===== src/rtl/reg_scoreboard_dec_pkg.sv =====
`default_nettype none
// ============================================================================
//  Module   : regdec_pkg
//  Brief    : Shared sizes, typedefs and popcount helper for the register
//             scoreboard decoder.
//  Revision : 1.0 - initial release
// ============================================================================
package regdec_pkg;

    localparam int ADDR_W     = 5;
    localparam int NREG       = 1 << ADDR_W;

    // Upper bound for the popcount helper so any legal ADDR_W instance can use it.
    localparam int MAX_ADDR_W = 8;
    localparam int MAX_NREG   = 1 << MAX_ADDR_W;

    typedef logic [ADDR_W-1:0] reg_addr_t;
    typedef logic [NREG-1:0]   reg_vec_t;

    function automatic logic [MAX_ADDR_W:0] popcount(input logic [MAX_NREG-1:0] v);
        logic [MAX_ADDR_W:0] cnt;
        cnt = '0;
        for (int i = 0; i < MAX_NREG; i++) begin
            cnt = cnt + {{MAX_ADDR_W{1'b0}}, v[i]};
        end
        return cnt;
    endfunction

endpackage
`default_nettype wire


===== src/rtl/reg_scoreboard_dec_onehot_dec.sv =====
`default_nettype none
// ============================================================================
//  Module   : onehot_dec
//  Brief    : Enabled binary-to-one-hot decoder, 2^ADDR_W outputs.
//  Revision : 1.0 - initial release
// ============================================================================
module onehot_dec #(
    parameter int ADDR_W = 5,
    localparam int NREG  = 1 << ADDR_W
) (
    input  logic [ADDR_W-1:0] addr,
    input  logic              en,
    output logic [NREG-1:0]   out
);

    generate
        for (genvar i = 0; i < NREG; i++) begin : g_bit
            assign out[i] = en && (addr == ADDR_W'(i));
        end
    endgenerate

endmodule
`default_nettype wire


===== src/rtl/reg_scoreboard_dec.sv =====
`default_nettype none
// ============================================================================
//  Module   : reg_scoreboard_dec
//  Brief    : Destination decoder with pending-write scoreboard feeding the
//             register-file write port. Optional macro SCOREBOARD_STATS_EN
//             adds a saturating issue-stall counter output.
//  Revision : 1.0 - initial release
// ============================================================================
module reg_scoreboard_dec #(
    parameter int ADDR_W   = regdec_pkg::ADDR_W,
    parameter int ZERO_REG = 31,
    parameter int ZERO_EN  = 1,
    localparam int NREG    = 1 << ADDR_W
) (
    input  logic              clk,
    input  logic              reset_n,
    input  logic              iss_valid,
    input  logic [ADDR_W-1:0] iss_addr,
    output logic              iss_ready,
    input  logic              wb_valid,
    input  logic [ADDR_W-1:0] wb_addr,
    input  logic [ADDR_W-1:0] rd_addr_a,
    input  logic [ADDR_W-1:0] rd_addr_b,
    output logic              busy_a,
    output logic              busy_b,
    output logic [NREG-1:0]   wr_en_onehot,
`ifdef SCOREBOARD_STATS_EN
    output logic [15:0]       stall_cnt,
`endif
    output logic [NREG-1:0]   busy_vec,
    output logic [ADDR_W:0]   busy_cnt,
    output logic              err_wb_idle
);

    import regdec_pkg::*;

    logic [NREG-1:0]     r_busy;
    logic [NREG-1:0]     r_wr_en;
    logic [ADDR_W:0]     r_cnt;
    logic                r_err;

    logic                w_zero_iss;
    logic                w_zero_wb;
    logic                w_wb_same;
    logic                w_fire;
    logic [NREG-1:0]     w_set;
    logic [NREG-1:0]     w_clr;
    logic [NREG-1:0]     w_wr;
    logic [NREG-1:0]     w_busy_nxt;
    logic [MAX_ADDR_W:0] w_pc;

    assign w_zero_iss = (ZERO_EN != 0) && (iss_addr == ADDR_W'(ZERO_REG));
    assign w_zero_wb  = (ZERO_EN != 0) && (wb_addr  == ADDR_W'(ZERO_REG));
    assign w_wb_same  = wb_valid && (wb_addr == iss_addr);

    // A WAW hazard stalls unless the same register retires this cycle.
    assign iss_ready  = w_zero_iss || !r_busy[iss_addr] || w_wb_same;
    assign w_fire     = iss_valid && iss_ready;

    onehot_dec #(.ADDR_W(ADDR_W)) u_set_dec (
        .addr (iss_addr),
        .en   (w_fire && !w_zero_iss),
        .out  (w_set)
    );

    onehot_dec #(.ADDR_W(ADDR_W)) u_clr_dec (
        .addr (wb_addr),
        .en   (wb_valid),
        .out  (w_clr)
    );

    onehot_dec #(.ADDR_W(ADDR_W)) u_wr_dec (
        .addr (wb_addr),
        .en   (wb_valid && !w_zero_wb),
        .out  (w_wr)
    );

    // Set is applied after clear so a same-cycle reissue keeps the bit busy.
    assign w_busy_nxt = (r_busy & ~w_clr) | w_set;
    assign w_pc       = popcount(MAX_NREG'(w_busy_nxt));

    always_ff @(posedge clk or negedge reset_n) begin
        if (!reset_n) begin
            r_busy  <= '0;
            r_wr_en <= '0;
            r_cnt   <= '0;
            r_err   <= 1'b0;
        end else begin
            r_busy  <= w_busy_nxt;
            r_wr_en <= w_wr;
            r_cnt   <= w_pc[ADDR_W:0];
            if (wb_valid && !r_busy[wb_addr] && !w_zero_wb) begin
                r_err <= 1'b1;
            end
        end
    end

`ifdef SCOREBOARD_STATS_EN
    logic [15:0] r_stall;

    always_ff @(posedge clk or negedge reset_n) begin
        if (!reset_n) begin
            r_stall <= '0;
        end else if (iss_valid && !iss_ready && (r_stall != 16'hFFFF)) begin
            r_stall <= r_stall + 16'd1;
        end
    end

    assign stall_cnt = r_stall;
`endif

    assign busy_a       = r_busy[rd_addr_a];
    assign busy_b       = r_busy[rd_addr_b];
    assign busy_vec     = r_busy;
    assign wr_en_onehot = r_wr_en;
    assign busy_cnt     = r_cnt;
    assign err_wb_idle  = r_err;

endmodule
`default_nettype wire


===== config.mk =====
export PLATFORM = sky130hd
export DESIGN_NAME = reg_scoreboard_dec
export DESIGN_NICKNAME = d
export VERILOG_FILES = /design/src/rtl/reg_scoreboard_dec_pkg.sv /design/src/rtl/reg_scoreboard_dec_onehot_dec.sv /design/src/rtl/reg_scoreboard_dec.sv
export SDC_FILE = /design/constraint.sdc
export NUM_CORES = 1
export LEC_CHECK = 0
export ABC_AREA = 0
export CORE_MARGIN = 1
export CORE_UTILIZATION = 45
export DETAILED_ROUTE_END_ITERATION = 8
export PLACE_DENSITY_LB_ADDON = 0.12
export RECOVER_POWER = 50
export SLEW_MARGIN = 20
export SYNTH_ARGS = -nofsm -noshare
export SYNTH_HDL_FRONTEND = slang
export SYNTH_SLANG_ARGS = --single-unit
export TNS_END_PERCENT = 5

===== constraint.sdc =====
create_clock -name clk -period 5.9 [get_ports clk]
set_clock_uncertainty 0.15 [all_clocks]
set_input_delay 1.18 -clock clk [delete_from_list [all_inputs] [get_ports clk]]
set_output_delay 1.18 -clock clk [all_outputs]
set_load 0.005 [all_outputs]

==> run summary <==
Placed Area: 6760 sq um
Fraction of final layout cells sized beyond drive strength 1: 37.9%
Total of warnings raised by yosys: 0
First-pass iteration count of the detailed router: 5
Number of DRC markers after the initial detailed-route iteration: 312
Worst slew pin tran: 2.82 ns
Post-synthesis sequential area ratio: 38.3%
Half-perimeter wire length of the detailed placement result: 13000 um
Commonest cells after routing, fill and taps aside: 129 x sky130_fd_sc_hd__buf_4, 74 x sky130_fd_sc_hd__clkdlybuf4s50_1, 71 x sky130_fd_sc_hd__dfrtp_1
Synth Area per Inst: 12.0 sq um
DIE AREA: 10700 sq um
Standard-cell rows: 36
Final setup fails: 6
Violations in the final reports: max-capacitance violations, max-slew violations, negative setup slack
Nets in the synthesized netlist: 443
Post-synth cell types: 42
Detail-routed net length per standard cell: 22.2 um
Root buffer selected by CTS: sky130_fd_sc_hd__clkbuf_8
Global Route Usage Sum: 33.4%
Worst Setup Path Type: in2reg
Max-Slew Margin vs Limit: -87.8%
Antenna-violating nets left: 0
Total via count in the routed design: 4357
TritonCTS clock tree: done
Period Utilization, post-route: 115%
Initial antenna violation count: 0
Number of enable flip-flop cells after synthesis: 0
FILL cells: 753
Run status: finished, violations left
Number of global-route vias before repair: 4621
Core Area: 9910 sq um
Highest attainable clock frequency: 0.147 GHz
Power Density: 676 nW/um^2
RSZ-0062 raised after global routing: true
I/O pin cnt: 98
Buffers on Ports: 97
Remaining DRCs: 0
Signal arrival time at the worst endpoint: 6.94 ns
Hold-fix buffers, CTS: 0
Number of sinks handled by clock tree synthesis: 71
Clock latency of the later-clocked register in the worst-skew pair: 0.37 ns
Cell breakdown of the critical path: buf_12, buf_8, buf_6, mux4_2, a32oi_2, nand4_1, o211ai_4, buf_12, a32oi_4, fa_1, inv_2, fa_1, fa_1, fa_2, fa_1, inv_2, fa_1, inv_2, ha_4, fa_2, a21o_1, a21oi_2, xnor2_1
Slowest stage cell, crit path: sky130_fd_sc_hd__fa_1
Largest delay contributor family on the critical path: adder cells
Slowest Stage Delay on Critical Path: 0.61 ns
Number of max-cap violations: 1
Worst setup slack before clock tree synthesis: -1.74 ns
End-of-flow core utilization: 71.7%
Post-layout minimum cycle time: 6.80 ns
Maximum fanout along the worst path: 6
Final WL: 16900 um
Number of diodes: 0
Maximum clock insertion buffer count: 2
Classification of the worst-slack hold path: reg2reg
Post-synthesis sequential element count: 71
Total non-filler cell area in the finished layout: 7100 sq um
Number of hold-slack violations in the final timing report: 0
Clock transition at path regs: 0.09 ns
Netlist area before placement: 4640 sq um
Gp weighted congestion: 0.971
Critical path's most frequent cell: sky130_fd_sc_hd__fa_1
Via/cell ratio: 5.73
P&R area growth vs syn: 53.0%
CP Capture Type: flop
Most frequent standard cell in the layout excluding fill and tap cells: sky130_fd_sc_hd__buf_4
Overall power consumption: 4.80 mW
H-tree levels: 3
Global-route wire length before repair: 26500 um
Startpoint types: primary input
Die W: 104 um
P_leak: 3.50 nW
Sum of overflow across all layers after global routing: 0
TritonCTS Buffers: 9
Largest net degree at the start of global routing: 49
Die height: 104 um
Worst path bufs/invs: 7
Number of standard cells after synthesis: 388
Required time of the worst setup path: 6.04 ns
Proportion of register bits with asynchronous set or reset after synthesis: 100%
VDD IR max: 0.00295 V
Setup ws final: -0.895 ns
Starting density of the core: 46.9%
Top flip-flop cell by instance count after synthesis: sky130_fd_sc_hd__dfrtp_1
Number of max-slew violations in the final report: 49
Nets: 678
cell type report:
| class | instances | area (sq um) | area share [%] |
|---|---|---|---|
| Multi-Input combinational cell | 233 | 2590 | 36.5 |
| Timing Repair Buffer | 252 | 2180 | 30.7 |
| Sequential cell | 71 | 1780 | 25.0 |
| Inverter | 56 | 210 | 2.96 |
| Tap cell | 133 | 166 | 2.34 |
| Clock buffer | 11 | 141 | 1.99 |
| Clock inverter | 5 | 33.8 | 0.476 |
cells in the mapped netlist (2+ instances only):
cell,count,share of area (%)
sky130_fd_sc_hd__a21o_1,2,0.32
sky130_fd_sc_hd__a21oi_1,2,0.22
sky130_fd_sc_hd__a22o_1,2,0.38
sky130_fd_sc_hd__a31oi_1,2,0.27
sky130_fd_sc_hd__a32o_1,28,6.0
sky130_fd_sc_hd__a32oi_1,15,2.8
sky130_fd_sc_hd__and2_1,8,1.1
sky130_fd_sc_hd__and3_1,4,0.54
sky130_fd_sc_hd__buf_2,8,0.86
sky130_fd_sc_hd__buf_6,6,1.5
sky130_fd_sc_hd__clkbuf_1,13,1.1
sky130_fd_sc_hd__dfrtp_1,71,38
sky130_fd_sc_hd__fa_1,24,10
sky130_fd_sc_hd__ha_1,7,1.9
sky130_fd_sc_hd__inv_1,54,4.4
sky130_fd_sc_hd__inv_2,2,0.16
sky130_fd_sc_hd__mux2_1,2,0.49
sky130_fd_sc_hd__mux2_2,3,0.73
sky130_fd_sc_hd__mux4_1,3,1.7
sky130_fd_sc_hd__mux4_2,33,16
sky130_fd_sc_hd__nand2_1,42,3.4
sky130_fd_sc_hd__nand2b_1,3,0.40
sky130_fd_sc_hd__nand3_1,2,0.22
sky130_fd_sc_hd__nand4_1,2,0.27
sky130_fd_sc_hd__nor2_1,15,1.2
sky130_fd_sc_hd__nor2b_1,9,1.2
sky130_fd_sc_hd__nor3_1,4,0.43
sky130_fd_sc_hd__o21ai_1,2,0.22
sky130_fd_sc_hd__xnor2_1,3,0.57
sky130_fd_sc_hd__xor2_1,5,0.94
metrics by stage:
stage                     TNS [ns]  hold WS (ns)  std cells
after CTS                    -4.98         0.329        760
after global routing         -5.15         0.356        761
after floorplan              -4.80         0.314        388
after detailed placement     -9.26         0.310        734
final                        -4.06         0.325        761
after global placement       -9.09         0.305        734
path summary, 6_finish.rpt:
path | to | cells after the start | startpoint | slack, ns
setup / recovery | busy_cnt[4] | 23 | iss_addr[1] | -0.90
hold reg to reg | err_wb_idle | 1 | err_wb_idle | 0.32
hold / removal | err_wb_idle | 1 | err_wb_idle | 0.32
min in group asynchronous | wr_en_onehot[31] | 1 | reset_n | 0.91
max in group asynchronous | wr_en_onehot[7] | 2 | reset_n | 1.43
setup reg to reg | busy_cnt[4] | 20 | busy_vec[24] | -0.35
registers in the layout, indices dropped and copies added, names as in the netlist:
name / cells
busy_cnt: 6
busy_vec: 32
err_wb_idle: 1
wr_en_onehot: 32
power breakdown:
group	total, mW	internal, mW	leakage, nW	switching (mW)
Clock	0.364	0.163	0.0853	0.201
Sequential	0.664	0.621	0.933	0.0434
Combinational	3.77	2.00	2.48	1.77
Total	4.80	2.79	3.50	2.02
what timing repair did:
| item | CTS | global route |
|---|---|---|
| cloned | 2 | 0 |
| resized for setup | 42 | 16 |
| setup endpoints to repair | 6 | 6 |
| buffers inserted | 8 | 4 |
| pin swaps | 23 | 25 |
layer usage:
metal | share of wire, % | GRT usage, %
met2 | 46 | 51.3
met1 | 40 | 44.2
met4 | 3.4 | 13.6
met5 | 0 | 0
met3 | 11 | 10.2
cells by family (layout without fill, tap and decap cells):
group,after synthesis,after routing,synth area share [%]
AO/OA/AOI/OAI,59,59,11.6
XOR/XNOR,8,8,1.51
adder cells (fa/ha/maj),31,31,12.2
buffers and inverters,84,324,7.98
flip-flops,71,71,38.3
multiplexers,42,42,19.1
other,1,1,0.0808
AND/OR/NAND/NOR,92,92,9.19
No activity file was read; power rests on OpenSTA's default activity.
